**config.mk**
```make
export PLATFORM = sky130hd
export DESIGN_NAME = uart_echo_fifo
export DESIGN_NICKNAME = d
export VERILOG_FILES = /design/src/rtl/uart_echo_fifo.sv
export SDC_FILE = /design/constraint.sdc
export NUM_CORES = 2
export LEC_CHECK = 0
export CORE_AREA = 2 2 521 523
export DETAILED_ROUTE_END_ITERATION = 12
export DIE_AREA = 0 0 523 525
export HOLD_SLACK_MARGIN = 0.12
export PLACE_DENSITY_LB_ADDON = 0.12
export SKIP_CTS_REPAIR_TIMING = 1
export SLEW_MARGIN = 20
export SYNTH_ARGS = -nofsm -noshare
export SYNTH_HDL_FRONTEND = slang
export SYNTH_SLANG_ARGS = --single-unit
```
**constraint.sdc**
```tcl
create_clock -name ICE_CLK -period 7.1 [get_ports ICE_CLK]
set_input_delay 1.42 -clock ICE_CLK [delete_from_list [all_inputs] [get_ports ICE_CLK]]
set_output_delay 1.42 -clock ICE_CLK [all_outputs]
set_load 0.02 [all_outputs]
```
**src/rtl/uart_echo_fifo.sv**
```systemverilog
// uart_echo_fifo: byte FIFO that echoes received UART bytes back out through the transmitter.
// Define UART_ECHO_LINE_EN to hold bytes until a CR_BYTE-terminated line (or a full FIFO) is stored.
module uart_echo_fifo #(
    parameter int ADDR_W = 9,
    parameter logic [7:0] CR_BYTE = 8'h0D
) (
    input  logic              ICE_CLK,
    input  logic              RST_N,
    input  logic              rx_dv,
    input  logic [7:0]        rx_byte,
    input  logic              tx_done,
    output logic              tx_dv,
    output logic [7:0]        tx_byte,
    output logic [ADDR_W:0]   count,
    output logic              full,
    output logic              empty,
    output logic              overflow
);
    typedef enum logic [2:0] {IDLE, FETCH, LAUNCH, WAIT_BUSY, WAIT_IDLE} state_t;
    state_t state, state_nx;
    logic [7:0] mem [0:(1<<ADDR_W)-1];
    logic [ADDR_W:0] wr_ptr, rd_ptr;
    logic wr_en, rel_ok;

    assign empty = wr_ptr == rd_ptr;
    assign full = (wr_ptr ^ rd_ptr) == {1'b1, {ADDR_W{1'b0}}};
    assign count = wr_ptr - rd_ptr;
    assign wr_en = rx_dv && !full;

    always_ff @(posedge ICE_CLK)
        if (wr_en) mem[wr_ptr[ADDR_W-1:0]] <= rx_byte;

    // tx_byte doubles as the RAM read register: loaded on the FETCH->LAUNCH edge
    always_ff @(posedge ICE_CLK or negedge RST_N)
        if (!RST_N) begin
            wr_ptr <= '0;
            rd_ptr <= '0;
            overflow <= 1'b0;
            tx_byte <= 8'h00;
        end else begin
            wr_ptr <= wr_ptr + (ADDR_W+1)'(wr_en);
            rd_ptr <= rd_ptr + (ADDR_W+1)'(tx_dv);
            overflow <= overflow || (rx_dv && full);
            if (state == FETCH) tx_byte <= mem[rd_ptr[ADDR_W-1:0]];
        end

`ifdef UART_ECHO_LINE_EN
    logic [ADDR_W:0] lines;
    always_ff @(posedge ICE_CLK or negedge RST_N)
        if (!RST_N) lines <= '0;
        else lines <= lines + (ADDR_W+1)'(wr_en && rx_byte == CR_BYTE) - (ADDR_W+1)'(tx_dv && tx_byte == CR_BYTE);
    assign rel_ok = lines != '0 || full;
`else
    assign rel_ok = !empty;
`endif

    always_ff @(posedge ICE_CLK or negedge RST_N)
        if (!RST_N) state <= IDLE;
        else state <= state_nx;

    always_comb begin
        state_nx = state;
        case (state)
            IDLE:      state_nx = rel_ok && tx_done ? FETCH : IDLE;
            FETCH:     state_nx = LAUNCH;
            LAUNCH:    state_nx = WAIT_BUSY;
            WAIT_BUSY: state_nx = tx_done ? WAIT_BUSY : WAIT_IDLE;
            WAIT_IDLE: state_nx = tx_done ? IDLE : WAIT_IDLE;
            default:   state_nx = IDLE;
        endcase
    end

    always_comb tx_dv = state == LAUNCH;
endmodule

```
# Word-level counts from Yosys, hierarchy flattened
# Memory sizes are Yosys's and may differ from the RTL's. A register that Yosys moved wholly into a read port is not among the register bits.
# Cells that the tools add are included.
[classes] add_sub_neg=3 n_eq_ne=6 n_mux=6 n_bitwise=1 n_reduce_logical=8
[ops] cell="$add 10x1->10" n=2
[ops] cell="$pmux 3 s5" n=1
[ops] cell="$eq 10x10->1" n=1
[ops] cell="$eq 10x10->1 const B" n=1
[ops] cell="$sub 10x10->10" n=1
[ops] cell="$xor 10x10->10" n=1
[ops] cell="$eq 3x2->1 const B" n=2
[ops] cell="$mux 3" n=2
[ops] cell="$eq 3x1->1 const B" n=1
[ops] cell="$eq 3x3->1 const B" n=1
[ops] cell="$logic_and 1x1->1" n=3
[ops] cell="$logic_not 1->1" n=3
[ops] cell="$logic_not 3->1" n=1
[ops] cell="$mux 1" n=3
[ops] cell="$logic_or 1x1->1" n=1
[totals] regBits=24 mem_bits_rw=4096 input_bits=12 output_inout_bits=22 word_cells=29 mem_count=1
[mem_list] memory="mem" depth=512 word_bits=8 rd=1 rd_ports_with_merged_regs=1 write_ports=1 line="21" rtl="logic [7:0] mem [0:(1<<ADDR_W)-1];"

# Longest topological paths before layout
[logic_depth] ltp_word=6 mapped_depth=17 depth_no_buf=12

# Worst setup path before layout
# No wires, ideal clock.
[synth_path] kind="register -> output" start="register rd_ptr[2]" end="output count[9]" t_arrival_ns=3.072 slack_ns=2.608 stages_incl_launch_ff=15 n_path_buf=5 path_cell_list="dfrtp_1 -> buf_2 -> inv_2 -> buf_4 -> buf_4 -> buf_2 -> buf_2 -> ha_1 -> o21ai_0 -> a21boi_0 -> o21ai_0 -> a21boi_0 -> o21ai_0 -> nand2_1 -> o211ai_1"
[synth_between] elab_chain_cells=1
[synth_rtl] item="start: declaration" line="22" rtl="logic [ADDR_W:0] wr_ptr, rd_ptr;"
[synth_rtl] item="start signal: assignment" line="42" rtl="rd_ptr <= rd_ptr + (ADDR_W+1)'(tx_dv);"
[synth_rtl] item="$sub 10x10->10" line="27" rtl="assign count = wr_ptr - rd_ptr;"
[synth_rtl] item="end: declaration" line="14" rtl="output logic [ADDR_W:0] count,"
# Every way passes these cells.

# Worst setup path after layout
# Same ends and word-level chain as after synthesis.

==> qor.txt <==
CP top delay family - compound AO/OA/AOI/OAI gates
worst r2r dst - tx_byte[6]
syn nets - 7651
power share of the clock group - 0.307
Starting Density - 0.597
Final Hold Fails - 0
synth warn - 0
Max Slew Vio Count - 0
number of H-tree levels - 5
register share of total power - 0.393
Die W - 523 um
setup TNS - 0 ns
largest net degree at the start of global routing - 219
# nets final - 7802
# IOs - 34
Port-buffer cells - 33
Synth Cell Area - 0.161 mm2
Worst Path Required - 5.68 ns
TritonCTS buffer count - 407
Pleak - 55.7 nW
initial antenna violation count - 29
Hold Crit Depth - 1
Max-cap violations - 0
final wirelength - 442000 um
Iter 0 DRT Violations - 12536
Seq/Total Area, Yosys - 0.769
Worst setup EP type - primary output
R2R Path Start - rd_ptr[2]
grt total ovfl - 0
final core occ - 0.661
worst slew pin tran - 1.30 ns
dpl hpwl - 256000 um
Final period util - 0.853
via count - 81532
Clock Skew - 0.0377 ns
die area - 0.275 mm2
WHS Endpoint - overflow
Hold Crit Start - overflow
routed len/inst - 37.8 um
Setup crit start kind - flip-flop
Crit-path slowest cell - dfrtp_4
core box area - 0.269 mm2
net switching power - 22.7 mW
number of vias per cell - 6.97
Critical Path Max Stage Delay - 0.86 ns
Area Overhead vs Synth - 10.6%
HP Class - flip-flop to flip-flop
Final setup viols - 0
Die H - 525 um
RSZ-0062 raised after global routing - false
Post-synth ARST share - 0.00775
antenna-violating nets left - 0
post-synthesis register bit count - 4128
WP data arrival - 4.64 ns
syn avg cell area - 21.1 um2
fin crit period - 6.06 ns
Detailed Routing Iterations Pass 1 - 9
WHS - 0.455 ns
status - finished clean
R2R depth - 8
Crit Path Category - flip-flop to primary output
switch share - 0.327
CTS Buffer Depth - 4
worst vdd ir - 0.000402 V
Crit path top cell by count - o21ai_0
Layout Cells excl Fill - 11700
GPL Wtd Cong - 0.891
Root Driver - clkbuf_16
first-pass GRT wire length - 620000 um
Slew Limit Headroom - 0.133
ys flop type - edfxtp_1
synth unique cells - 80
worst path cell trace - inv_8 -> ha_1 -> o21ai_0 -> a21boi_0 -> o21ai_0 -> a21boi_0 -> o21ai_0 -> nand2_1 -> o211ai_1 -> clkdlybuf4s50_1
share of cells above drive strength 1 - 0.217
Pint - 46.8 mW
flop2flop setup slack - 1.66 ns
row cnt - 191
Max Fclk - 165 MHz
Pwr per Cell Area - 390 mW/mm2
Placed Cells - 10934
clock slew at reported path FFs - 0.06 ns
DRC viols - 0
cell count after synthesis - 7625
fillcell total - 17235
clock sink count - 4128
Max FO, Critical Path - 37
Buf+Inv Stages, Crit Path - 2
clk_lat worst skew - 0.96 ns
GRT Total Usage - 0.324
vias in the first global route - 80174
Logic pwr share - 0.300
EDFF count, synth - 4096
CTS tree - built
-- kinds of logic after synthesis --
| logic type | synth area share |
|---|---|
| buffers and inverters | 0.0200 |
| DFF | 0.769 |
| muxes | 0.154 |
| AOI/OAI and AO/OA | 0.0302 |
| xor gates and xnor gates | 0.00120 |
| and+or+nand+nor | 0.0241 |
| adders and majority gates | 0.00114 |
-- placed cells by master, fill, tap and decap left out, types with 66 or more instances in the layout --
cell,instances
nand2_1,191
a221oi_1,73
clkinv_1,79
mux2i_1,375
mux4_2,922
a21oi_1,130
nor2_1,601
edfxtp_1,4096
clkbuf_16,410
o221ai_1,67
a22oi_1,96
o22ai_1,79
o21ai_0,102
clkbuf_1,92
clkinv_2,66
buf_4,136
-- final cells by class --
| cell class | count | area (um2) | area share |
|---|---|---|---|
| Timing Repair Buffer | 218 | 2350 | 0.0132 |
| Inverter | 20 | 87.6 | 0.000492 |
| Clock inverter | 242 | 2380 | 0.0134 |
| Tap cell | 3570 | 4470 | 0.0251 |
| Sequential cell | 4128 | 124000 | 0.696 |
| Multi-Input combinational cell | 3001 | 34100 | 0.192 |
| Antenna cell | 9 | 22.5 | 0.000127 |
| Clock buffer | 512 | 10700 | 0.0604 |
-- synth_stat cells, types with 17 or more instances --
cell	n	area (um2)
nor3_1	25	125
a22oi_1	96	721
buf_8	25	375
a211oi_1	23	173
mux4_2	922	20800
buf_4	48	360
buf_2	105	526
edfxtp_1	4096	123000
o21ai_0	102	510
a31oi_1	19	119
nor2_1	609	2290
a22o_1	18	158
inv_1	17	63.8
buf_6	51	574
a221oi_1	73	639
o22ai_1	79	494
buf_12	21	420
mux2i_1	375	3750
dfrtp_1	32	801
nand3_1	36	180
a21oi_1	130	651
clkbuf_1	202	758
o221ai_1	67	587
buf_1	18	67.6
nand2_1	209	785
-- sequential cells by signal, summed over array words and instances (netlist names) --
register and count:
wr_ptr 10, overflow 1, rd_ptr 10, state 3, mem 4096, tx_byte 8
-- worst max path at each step --
stage                     startpoint         end  slack, ns  cells after the start
after floorplan            rd_ptr[2]    count[9]       2.61                     14
after detailed placement   rd_ptr[2]  tx_byte[6]       1.84                      8
final                      rd_ptr[2]    count[9]       1.04                     10
after global placement     rd_ptr[2]  tx_byte[1]       1.86                      9
after CTS                  rd_ptr[2]    count[9]       1.12                     10
after global routing       rd_ptr[2]    count[9]       0.93                     10
-- power groups by stage --
stage                     logic (mW)  clock network [mW]  registers [mW]
final                           20.8                21.3            27.3
after global routing            21.3                22.4            27.3
after CTS                       20.6                21.5            27.3
after detailed placement        20.5                   0            27.8
after global placement          20.5                   0            27.8
after floorplan                 12.9                   0            27.6
-- through the flow --
step	power, mW	instance area [um2]	setup WS, ns
after floorplan	40.5	161000	2.61
after detailed placement	48.4	165000	1.84
final	69.5	178000	1.04
after CTS	69.4	178000	1.12
after global routing	71.0	178000	0.934
after global placement	48.3	165000	1.86
-- routing by layer --
| metal | global-route usage | wire length [um] | vias to the layer above |
|---|---|---|---|
| li1 | - | - | 32138 |
| met1 | 0.463 | 164000 | 43293 |
| met2 | 0.494 | 208000 | 5181 |
| met3 | 0.0710 | 49500 | 898 |
| met4 | 0.129 | 20600 | 22 |
| met5 | 0 | 137 | - |
Power figures use the tool's default switching activity.
